===== config.mk =====
export PLATFORM = sky130hd
export DESIGN_NAME = spi_frame_rx
export DESIGN_NICKNAME = d
export VERILOG_FILES = /design/src/rtl/spi_frame_rx.sv
export SDC_FILE = /design/constraint.sdc
export NUM_CORES = 1
export LEC_CHECK = 0
export CAP_MARGIN = 0
export CORE_MARGIN = 3
export CORE_UTILIZATION = 30
export CTS_BUF_LIST = sky130_fd_sc_hd__clkbuf_8
export DETAILED_ROUTE_END_ITERATION = 7
export PLACE_DENSITY = 0.56
export SYNTH_ARGS = -nofsm -noshare
export SYNTH_HDL_FRONTEND = slang
export SYNTH_SLANG_ARGS = --single-unit

===== constraint.sdc =====
create_clock -name clk -period 3.6 [get_ports clk]
set_input_delay 0.9 -clock clk [delete_from_list [all_inputs] [get_ports clk]]
set_output_delay 0.9 -clock clk [all_outputs]
set_load 0.01 [all_outputs]

===== src/rtl/spi_frame_rx.sv =====
// rtl/spi_frame_rx.sv - SPI mode-0 write-frame receiver with a one-entry holding buffer
//
// Purpose:
//   Receives 16-bit SPI frames (mode 0, MSB first) from raw pad signals that are
//   asynchronous to clk. Frame layout: bit15 = R/W (1 = write), bits14:8 = address,
//   bits7:0 = data. Complete write frames are handed to a register bank through a
//   one-entry valid/ready holding buffer. Read frames are dropped silently; frames
//   whose bit count is not 16 are dropped and flagged with a one-cycle error pulse.
//
// Ports:
//   clk        in   system clock, all state on the rising edge
//   rst        in   asynchronous active-high reset
//   sclk       in   raw SPI clock from pad
//   copi       in   raw SPI data-in from pad
//   ncs        in   raw SPI chip select, active low
//   wr_valid   out  a complete write frame is held on wr_addr/wr_data
//   wr_addr    out  7-bit frame address field
//   wr_data    out  8-bit frame data field
//   wr_ready   in   downstream accepts the held frame this cycle
//   frame_err  out  one-cycle pulse: frame ended with a bit count other than 16
//   ovf        out  sticky: a valid write frame was dropped because the buffer was full

module spi_frame_rx (
   input  logic       clk,
   input  logic       rst,
   input  logic       sclk,
   input  logic       copi,
   input  logic       ncs,
   output logic       wr_valid,
   output logic [6:0] wr_addr,
   output logic [7:0] wr_data,
   input  logic       wr_ready,
   output logic       frame_err,
   output logic       ovf
);

   localparam logic [1:0] WAIT_IDLE = 2'd0;
   localparam logic [1:0] IDLE      = 2'd1;
   localparam logic [1:0] SHIFT     = 2'd2;

   localparam logic [4:0] FRAME_BITS = 5'd16;
   localparam logic [4:0] CNT_MAX    = 5'd17;

   // synchronizer chains: s1/s2 are the two metastability flops, prev is the edge-detect flop
   logic        sclk_s1, sclk_s2, sclk_prev;
   logic        copi_s1, copi_s2;
   logic        ncs_s1, ncs_s2, ncs_prev;

   logic [1:0]  settle;
   logic [1:0]  state;
   logic [15:0] shreg;
   logic [4:0]  bit_cnt;

   logic        sclk_rise;
   logic        ncs_fall;
   logic        ncs_rise;
   logic        settled;
   logic        frame_end;
   logic        frame_ok;
   logic        fwd;
   logic        consume;

   // ------------------------------------------------------------------
   // Input synchronizers and edge detection
   // ------------------------------------------------------------------
   always_ff @(posedge clk or posedge rst) begin
      if (rst) begin
         sclk_s1   <= 1'b0;
         sclk_s2   <= 1'b0;
         sclk_prev <= 1'b0;
         copi_s1   <= 1'b0;
         copi_s2   <= 1'b0;
         ncs_s1    <= 1'b1;
         ncs_s2    <= 1'b1;
         ncs_prev  <= 1'b1;
      end else begin
         sclk_s1   <= sclk;
         sclk_s2   <= sclk_s1;
         sclk_prev <= sclk_s2;
         copi_s1   <= copi;
         copi_s2   <= copi_s1;
         ncs_s1    <= ncs;
         ncs_s2    <= ncs_s1;
         ncs_prev  <= ncs_s2;
      end
   end

   assign sclk_rise = sclk_s2 & ~sclk_prev;
   assign ncs_fall  = ~ncs_s2 & ncs_prev;
   assign ncs_rise  = ncs_s2 & ~ncs_prev;

   // The ncs chain comes out of reset preset high, so right after reset ncs_s2
   // reports "deselected" no matter what the pin does. Leaving WAIT_IDLE on that
   // stale value would let a chip select that was already low at reset release
   // look like a fresh falling edge. Hold in WAIT_IDLE until the chain has been
   // refilled from the pin.
   always_ff @(posedge clk or posedge rst) begin
      if (rst) begin
         settle <= 2'd0;
      end else if (!settle[1]) begin
         settle <= settle + 2'd1;
      end
   end

   assign settled = settle[1];

   // ------------------------------------------------------------------
   // Frame FSM, shift register and bit counter
   // ------------------------------------------------------------------
   always_ff @(posedge clk or posedge rst) begin
      if (rst) begin
         state   <= WAIT_IDLE;
         shreg   <= 16'd0;
         bit_cnt <= 5'd0;
      end else begin
         case (state)
            WAIT_IDLE: begin
               if (settled && ncs_s2) begin
                  state <= IDLE;
               end
            end
            IDLE: begin
               if (ncs_fall) begin
                  state   <= SHIFT;
                  shreg   <= 16'd0;
                  bit_cnt <= 5'd0;
               end
            end
            SHIFT: begin
               if (ncs_rise) begin
                  state <= IDLE;
               end else if (sclk_rise) begin
                  shreg <= {shreg[14:0], copi_s2};
                  // saturate so an over-long frame can never wrap back to 16
                  if (bit_cnt != CNT_MAX) begin
                     bit_cnt <= bit_cnt + 5'd1;
                  end
               end
            end
            default: begin
               state <= WAIT_IDLE;
            end
         endcase
      end
   end

   assign frame_end = (state == SHIFT) && ncs_rise;
   assign frame_ok  = (bit_cnt == FRAME_BITS);
   assign fwd       = frame_end && frame_ok && shreg[15];
   assign consume   = wr_valid && wr_ready;

   // ------------------------------------------------------------------
   // Error pulse, holding buffer and overflow flag
   // ------------------------------------------------------------------
   always_ff @(posedge clk or posedge rst) begin
      if (rst) begin
         frame_err <= 1'b0;
         wr_valid  <= 1'b0;
         wr_addr   <= 7'd0;
         wr_data   <= 8'd0;
         ovf       <= 1'b0;
      end else begin
         frame_err <= frame_end && !frame_ok;

         // a slot freed by a same-cycle consume can be refilled immediately
         if (fwd && (!wr_valid || wr_ready)) begin
            wr_valid <= 1'b1;
            wr_addr  <= shreg[14:8];
            wr_data  <= shreg[7:0];
         end else begin
            if (consume) begin
               wr_valid <= 1'b0;
            end
            if (fwd) begin
               ovf <= 1'b1;
            end
         end
      end
   end

endmodule


==> flow_summary.ini, run 1 <==
[cells_and_area]
fin_nets = 204
mostFrequentLayoutCells = dfrtp_1 (48), clkdlybuf4s50_1 (23), nand2_1 (21)
final_area_sq_um = 2600
num_antenna_cells = 0
area_growth_pct = 21.2
mostFrequentLayoutCell = dfrtp_1
drive_gt1_share_pct = 17.9

[yosys]
synth_xor_area_share_pct = 0.408
avgSynthCellArea_sq_um = 12.9
synth.largest_area_cell = dfrtp_1
synthMuxAreaShare_pct = 18.0
synth_cells = 166
synth_edf_count = 0
yosys.area_share.simple_pct = 11.8
ys_ff_latch = 51
synth_top_family_by_area = multiplexers
synth.top_cells.by_area = dfrtp_1 (56%), mux2i_1 (8.4%), mux2_4 (7.0%)
synth_top_area_share_pct = 56.0
synth-compound-area-share_pct = 3.27
synth_ff_type = dfrtp_1
ys_seq_area_share_pct = 59.7
async_flop_share_pct = 100
synthDistinctLibCells = 34
yosysWarnings = 0
synthAdderAreaFrac_pct = 1.75
synth_fp_nets = 175
syn_area_sq_um = 2150

[setup_path]
cp-start-kind = register
crit_slowest_cell = clkdlybuf4s50_1
critPathBufInv = 1
worstPathMaxFanout = 2
worstRegToRegCells = 5
critical-path-top-delay-family = buffers and inverters
worstPathArrival_ns = 1.22
cp.required_ns = 2.70
path_depth = 1
path_cells = clkdlybuf4s50_1
critPathKind = register to primary output
cpPeakStageDelay_ns = 0.54
critPathCaptureType = primary output

[routing]
drc = 0
wl_met1_microns = 1840
wl_per_cell_microns = 12.2
wl_met3_microns = 146
drt_iter0_markers = 61
via_per_inst = 4.34
via_count = 1268
top_layer = met4
wl_met2_microns = 1530
ant_nets = 0
drt_first_pass_iters = 4
finalWirelength_microns = 3570

[placement]
dpl-instance-area_sq_um = 2500
gp_congestion = 0.716
dp_hpwl_microns = 2320
io_buffers = 23

[global_routing]
grt_first_pass_wirelength_microns = 6510
grt_pass1_vias = 1303
grt_max_degree = 29
grtUsageTotal_pct = 10.1
antenna_found_initial = 0
overflow = 0

[sta]
hold_violations = 0
worstMarginPinSlew_ns = 0.573
min_period_ns = 2.12
fmax_mhz = 471
skew_ns = 0.00750
maxSlewViolCount = 0
setup_tns_ns = 0
rsz0062_at_grt = no
relSlewSlack_pct = 61.7
post-route-period-util_pct = 59.0
setup_viol_count_final = 0

[clock_tree]
cts_tree = built
cts_made_buffers = 5
path_clk_slew_ns = 0.09
htree_levels = 2
root_buffer = clkbuf_8
cts_hold_buf = 0
clk_path_buf_depth = 2
post_cts_buffers = 0
clock_latency_ns = 0.30
cts.sinks = 51
cts-resized-gates = 0

[floorplanning]
core_area_sq_um = 6870
die-height_microns = 90.6
dieArea_sq_um = 8200
start_util_pct = 31.2
fp.dieW_microns = 90.6
rows = 30
io_pins = 24

[power_and_ir_drop]
p_sw_share_pct = 23.4
ir_worst_vdd_v = 0.000141
p_seq_share_pct = 57.9
p_clk_share_pct = 35.1
combPwrFrac_pct = 6.9
power.switching_uw = 241
p_int_uw = 791
p_leak_uw = 0.00115
power.density_nw_per_um2 = 397

[outcome]
status = complete, no violations

[job]
cap_violations = 0

[min_path]
hold_class = register to register
hold-path-cell-count = 0
-- layer usage --
metal  global-route usage [%]  vias to the layer above
li1                         -                      611
met2                     14.3                       18
met1                     14.0                      634
met5                        0                        -
met3                     3.00                        5
met4                     4.59                        0
-- final cells by class --
cell class              count  area (sq um)
inverters                  20          75.1
flip-flops and latches     51          1280
well taps                  96           120
clock inverters             1          7.51
repair buffers             27           260
multi-input cells          90           761
clock buffers               7          96.3
fillers                   677          4270
-- kinds of logic after synthesis --
family,count (synthesis)
DFF,51
muxes,33
xor gates and xnor gates,1
AOI/OAI and AO/OA,10
buffers and inverters,25
and+or+nand+nor,43
adders and majority gates,3
-- synth_stat cells, types with 2 or more instances --
cell type,count
buf_4,2
mux2i_1,18
dfrtp_1,48
nand4bb_1,2
nand2b_1,3
and4bb_1,2
o21ai_0,2
mux2_2,5
ha_1,3
inv_1,20
nand3_1,5
nand2_1,21
dfstp_2,3
o211ai_1,2
clkbuf_1,2
mux2_4,10
-- registers in the layout (all words and copies together), names as in the netlist --
signal	count
wr_addr	7
sclk_prev	1
wr_data	8
ncs_s1	1
sclk_s1	1
ncs_s2	1
state	2
shreg	16
ovf	1
wr_valid	1
settle	2
copi_s2	1
copi_s1	1
ncs_prev	1
sclk_s2	1
bit_cnt	5
frame_err	1
-- stage by stage --
stage          instances  utilization, %  hold slack, ns  setup WS (ns)  power, uW
3_3_place_gp         284            36.3           0.332           1.15        683
6_report             292            37.9           0.353           1.48       1030
5_1_grt              292            37.9           0.362           1.37       1090
4_1_cts              292            37.9           0.356           1.45       1050
2_1_floorplan        166               -           0.331           1.48        658
3_5_place_dp         284            36.3           0.336           1.14        683
-- power by group through the flow --
stage / Sequential [uW] / Clock [uW] / Combinational, uW
2_1_floorplan: 607 / 0 / 51.4
3_3_place_gp: 610 / 0 / 73.5
3_5_place_dp: 610 / 0 / 73.4
4_1_cts: 599 / 379 / 73.7
5_1_grt: 601 / 403 / 80.8
6_report: 598 / 363 / 71.5
-- worst paths after layout --
check / slack (ns) / from / to
min: 0.35 / ncs_s1 / ncs_s2
min reg2reg: 0.35 / ncs_s1 / ncs_s2
max in group asynchronous: 2.03 / rst / shreg[12]
max reg2reg: 1.73 / bit_cnt[0] / wr_data[2]
min in group asynchronous: 0.97 / rst / frame_err
max: 1.48 / wr_addr[1] / wr_addr[1]
(Power assumes the default switching activity.)
==> run 2, diff against run 1 <==
- PLACE_DENSITY: 0.56 -> 0.58
- clock period: 3.6 -> 1.7 ns (I/O delays scaled with it)
==> run 2 against run 1 <==
  * Worst hold slack worse by 0.014 ns
  * Die area unchanged
  * Sequential cell count unchanged
  * Sequential power up 110%
  * Clock power up 140%
==> flow_summary.ini, run 2 (synthesis gave the netlist of run 1 again) <==
[outcome]
status = complete, no violations

[sta]
rsz0062_at_grt = yes
post-route-period-util_pct = 96.9
setup_tns_ns = 0
setup_ws_ns = 0.0519
hold_violations = 0
setup_viol_count_final = 0
skew_ns = 0.00913
relSlewSlack_pct = 80.5
maxSlewViolCount = 0
fmax_mhz = 607
min_period_ns = 1.65
worstMarginPinSlew_ns = 0.289

[cells_and_area]
multi_input_area_sq_um = 766
mostFrequentLayoutCells = dfrtp_1 (48), nand2_1 (21), inv_1 (19), clkdlybuf4s50_1 (19), mux2i_1 (18)
final_area_sq_um = 2730
final_cells = 299
fillCellCount = 659
final_core_util_pct = 39.7
largest_reg_flops = 16
fin_nets = 211
top_register = shreg
register_area_sq_um = 1280
num_antenna_cells = 0
mostFrequentLayoutCell = dfrtp_1
reg_top3 = shreg: 16 flops, wr_data: 8 flops, wr_addr: 7 flops
drive_gt1_share_pct = 21.7
area_growth_pct = 27.2

[routing]
ant_nets = 0
drc = 0
via_count = 1259
drt_first_pass_iters = 3
wl_per_cell_microns = 11.8
drt_iter0_markers = 52
via_per_inst = 4.21
finalWirelength_microns = 3530

[power_and_ir_drop]
power.density_nw_per_um2 = 847
p_leak_uw = 0.00128
combPwrFrac_pct = 7.9
ir_worst_vdd_v = 0.000375
p_sw_share_pct = 23.4
p_clk_share_pct = 37.4
power.switching_uw = 541
p_int_uw = 1770
p_seq_share_pct = 54.7

[floorplanning]
die-height_microns = 90.6
dieArea_sq_um = 8200
start_util_pct = 31.2
rows = 30
core_area_sq_um = 6870
fp.dieW_microns = 90.6
io_pins = 24

[global_routing]
grt_max_degree = 29
grt_first_pass_wirelength_microns = 6200
antenna_found_initial = 0
grt_pass1_vias = 1281
overflow = 0
grtUsageTotal_pct = 9.44

[placement]
io_buffers = 23
dp_hpwl_microns = 2380
dp_cells = 291
dpl-instance-area_sq_um = 2600
gp_congestion = 0.771
place_ws_ns = -0.0861

[setup_path]
cp-start-kind = register
worstPathMaxFanout = 2
cpPeakStageDelay_ns = 0.54
crit_slowest_cell = clkdlybuf4s50_1
critPathCaptureType = primary output
r2r_end = wr_data[1]
reg2reg_from = bit_cnt[0]
critical-path-top-delay-family = buffers and inverters
worstPathArrival_ns = 1.22
path_cells = clkdlybuf4s50_1
critPathBufInv = 1
critPathKind = register to primary output
cp.required_ns = 1.27
worstRegToRegCells = 6
r2r_slack_ns = 0.06

[clock_tree]
clk_path_buf_depth = 2
root_buffer = clkbuf_8
clock_latency_ns = 0.31
cts_made_buffers = 5
post_cts_buffers = 0
cts_tree = built
htree_levels = 2
path_clk_slew_ns = 0.10
cts.sinks = 51

[job]
cap_violations = 0

[min_path]
hold_class = primary input to asynchronous set/reset pin
==> run 2: worst reg2reg max path, cell delays in order, from the launching register on <==
cell and delay [ns]:
dfrtp_1 0.41, inv_1 0.07, ha_1 0.15, and4bb_2 0.30
nand4_4 0.13, buf_12 0.17, mux2_4 0.30
==> run 2: metal layers <==
layer	wire length [microns]	GRT usage, %
met4	78	4.21
met3	125	3.00
met2	1510	13.1
met5	0	0
met1	1820	13.4
==> run 2: how the worst max path moves through the flow <==
stage	slack (ns)	depth (start not counted)	startpoint	to
2_1_floorplan	0.05	1	rst	bit_cnt[0]
3_3_place_gp	-0.08	5	wr_ready	wr_data[0]
3_5_place_dp	-0.09	5	wr_ready	wr_addr[1]
4_1_cts	0.01	1	wr_data[2]	wr_data[2]
5_1_grt	-0.02	6	bit_cnt[0]	wr_data[1]
6_report	0.05	1	wr_addr[2]	wr_addr[2]
==> run 2: repair_timing <==
action | 4_1_cts | 5_1_grt
hold buffers | 0 | 0
endpoints found under the setup margin | 0 | 20
resized for setup | 0 | 6
endpoints found under the hold margin | 0 | 0
==> run 2: area by class of cell <==
cell class | count | share of cell area (%)
Multi-Input combinational cell | 90 | 28.1
Inverter | 20 | 2.75
Timing Repair Buffer | 34 | 13.7
Clock inverter | 3 | 1.70
Sequential cell | 51 | 46.9
Clock buffer | 5 | 2.52
Tap cell | 96 | 4.40
==> run 2: through the flow <==
stage | total power (uW) | hold slack (ns)
after global placement | 1470 | 0.333
final | 2310 | 0.339
after floorplan | 1390 | 0.331
after detailed placement | 1470 | 0.335
after global routing | 2410 | 0.340
after CTS | 2360 | 0.332
==> run 2: power by group through the flow <==
stage / sequential, uW / clock [uW] / combinational [uW]
finish: 1260 / 865 / 183
global route: 1270 / 937 / 202
CTS: 1260 / 904 / 187
detailed placement: 1290 / 0 / 187
global placement: 1290 / 0 / 185
floorplan: 1280 / 0 / 109
==> run 3, diff against run 2 <==
- PLACE_DENSITY: 0.58 -> 0.56
- SKIP_LAST_GASP: default -> 1
- clock period: 1.7 -> 1.9 ns (I/O delays scaled with it)
==> run 3 against run 2 <==
  * Design area fell by 2.8%
  * Via count fell by 2.0%
  * Routed wire length up 0.76%
  * Count of clock-buffer cells in the layout increased by 1
  * Sequential share of layout area up 1.4 points
  * Non-clock buffer count down 7
  * Register-to-register slack improved by 0.12 ns
  * Clock power fell by 10%
  * First-iteration DRC count increased by 9.6%
  * Global-route usage is 0.18 points higher
  * Worst setup slack improved by 0.12 ns
  * Critical endpoint is now wr_addr[6]
==> flow_summary.ini, run 3 (synthesis gave the netlist of run 1 again) <==
[power_and_ir_drop]
ir_worst_vdd_v = 0.000300
p_clk_share_pct = 37.8
power.switching_uw = 453
p_int_uw = 1600
p_seq_share_pct = 55.2
p_leak_uw = 0.00117
combPwrFrac_pct = 7.0
power.density_nw_per_um2 = 774
p_sw_share_pct = 22.1

[floorplanning]
rows = 30
fp.dieW_microns = 90.6
die-height_microns = 90.6
dieArea_sq_um = 8200
io_pins = 24
core_area_sq_um = 6870
start_util_pct = 31.2

[clock_tree]
clk_path_buf_depth = 2
post_cts_buffers = 0
cts-resized-gates = 0
cts_made_buffers = 5
cts_tree = built
path_clk_slew_ns = 0.09
htree_levels = 2
cts_hold_buf = 0
clock_latency_ns = 0.30
root_buffer = clkbuf_8
cts.sinks = 51

[min_path]
hold_start = sclk_s1
hold_class = register to register
hold-path-cell-count = 0
hold-path-endpoint = sclk_s2

[setup_path]
cp.required_ns = 2.09
r2r_slack_ns = 0.18
worstPathArrival_ns = 1.91
r2r_end = wr_addr[6]
critPathKind = register to register
cp-start-kind = register
critPathCaptureType = register
worstPathMaxFanout = 15
reg2reg_from = bit_cnt[0]
worstRegToRegCells = 6

[cells_and_area]
reg_top3 = shreg: 16 flops, wr_data: 8 flops, wr_addr: 7 flops
fin_nets = 204
mostFrequentLayoutCells = dfrtp_1 (48), clkdlybuf4s50_1 (23), nand2_1 (21)
area_growth_pct = 23.6
num_antenna_cells = 0
fillCellCount = 679
top_register = shreg
largest_reg_flops = 16
mostFrequentLayoutCell = dfrtp_1
drive_gt1_share_pct = 17.9

[routing]
drc = 0
wl_per_cell_microns = 12.2
drt_first_pass_iters = 4
drt_iter0_markers = 57
via_per_inst = 4.23
ant_nets = 0
via_count = 1234
finalWirelength_microns = 3560

[global_routing]
grtUsageTotal_pct = 9.62
antenna_found_initial = 0
grt_max_degree = 37
grt_pass1_vias = 1291
overflow = 0
grt_first_pass_wirelength_microns = 6340

[sta]
worstMarginPinSlew_ns = 0.359
whs_ns = 0.355
skew_ns = 0.00478
fmax_mhz = 580
relSlewSlack_pct = 76.0
rsz0062_at_grt = no
setup_viol_count_final = 0
maxSlewViolCount = 0
post-route-period-util_pct = 90.7
setup_tns_ns = 0
min_period_ns = 1.72
hold_violations = 0

[outcome]
status = complete, no violations

[placement]
gp_congestion = 0.682
dp_hpwl_microns = 2260
io_buffers = 23

[job]
cap_violations = 0
run 3: critical path: stages, from the launching register on:
cell      delay [ns]
dfrtp_1         0.45
inv_1           0.07
ha_1            0.20
and4bb_1        0.25
nand4_4         0.13
buf_12          0.17
mux2_2          0.34
run 3: metal layers:
layer	track usage (%)	wire (microns)	vias to the layer above
met3	4.08	201	2
met1	13.0	1780	605
met2	13.7	1550	18
met4	3.44	29	0
li1	-	-	609
met5	0	0	-
run 3: final cells by class:
| cell class | instances | area, sq um | area share (%) |
|---|---|---|---|
| inverters | 20 | 75.1 | 2.83 |
| clock buffers | 6 | 82.6 | 3.11 |
| clock inverters | 2 | 35.0 | 1.32 |
| well taps | 96 | 120 | 4.53 |
| multi-input cells | 90 | 761 | 28.7 |
| flip-flops and latches | 51 | 1280 | 48.3 |
| repair buffers | 27 | 298 | 11.2 |
run 3: worst max path at each step:
stage / cells after the start / slack [ns] / end / startpoint
2_1_floorplan: 1 / 0.20 / bit_cnt[0] / rst
3_3_place_gp: 5 / 0.07 / wr_data[7] / wr_ready
3_5_place_dp: 5 / 0.04 / wr_addr[6] / wr_ready
4_1_cts: 6 / 0.16 / wr_addr[6] / bit_cnt[0]
5_1_grt: 6 / 0.10 / wr_data[7] / bit_cnt[0]
6_report: 6 / 0.18 / wr_addr[6] / bit_cnt[0]
run 3: power by group through the flow:
stage	clock [uW]	combinational (uW)	sequential, uW
after floorplan	0	97.4	1150
after global placement	0	147	1160
after detailed placement	0	147	1160
after CTS	811	148	1130
after global routing	852	159	1140
final	776	143	1130
run 3: metrics by stage:
stage	util, %	power, uW	instances	setup WS [ns]	cell area (sq um)
4_1_cts	38.6	2090	292	0.158	2650
3_5_place_dp	36.9	1300	284	0.0401	2530
3_3_place_gp	36.9	1300	284	0.0680	2530
2_1_floorplan	-	1250	166	0.200	2150
6_report	38.6	2050	292	0.177	2650
5_1_grt	38.6	2150	292	0.104	2650
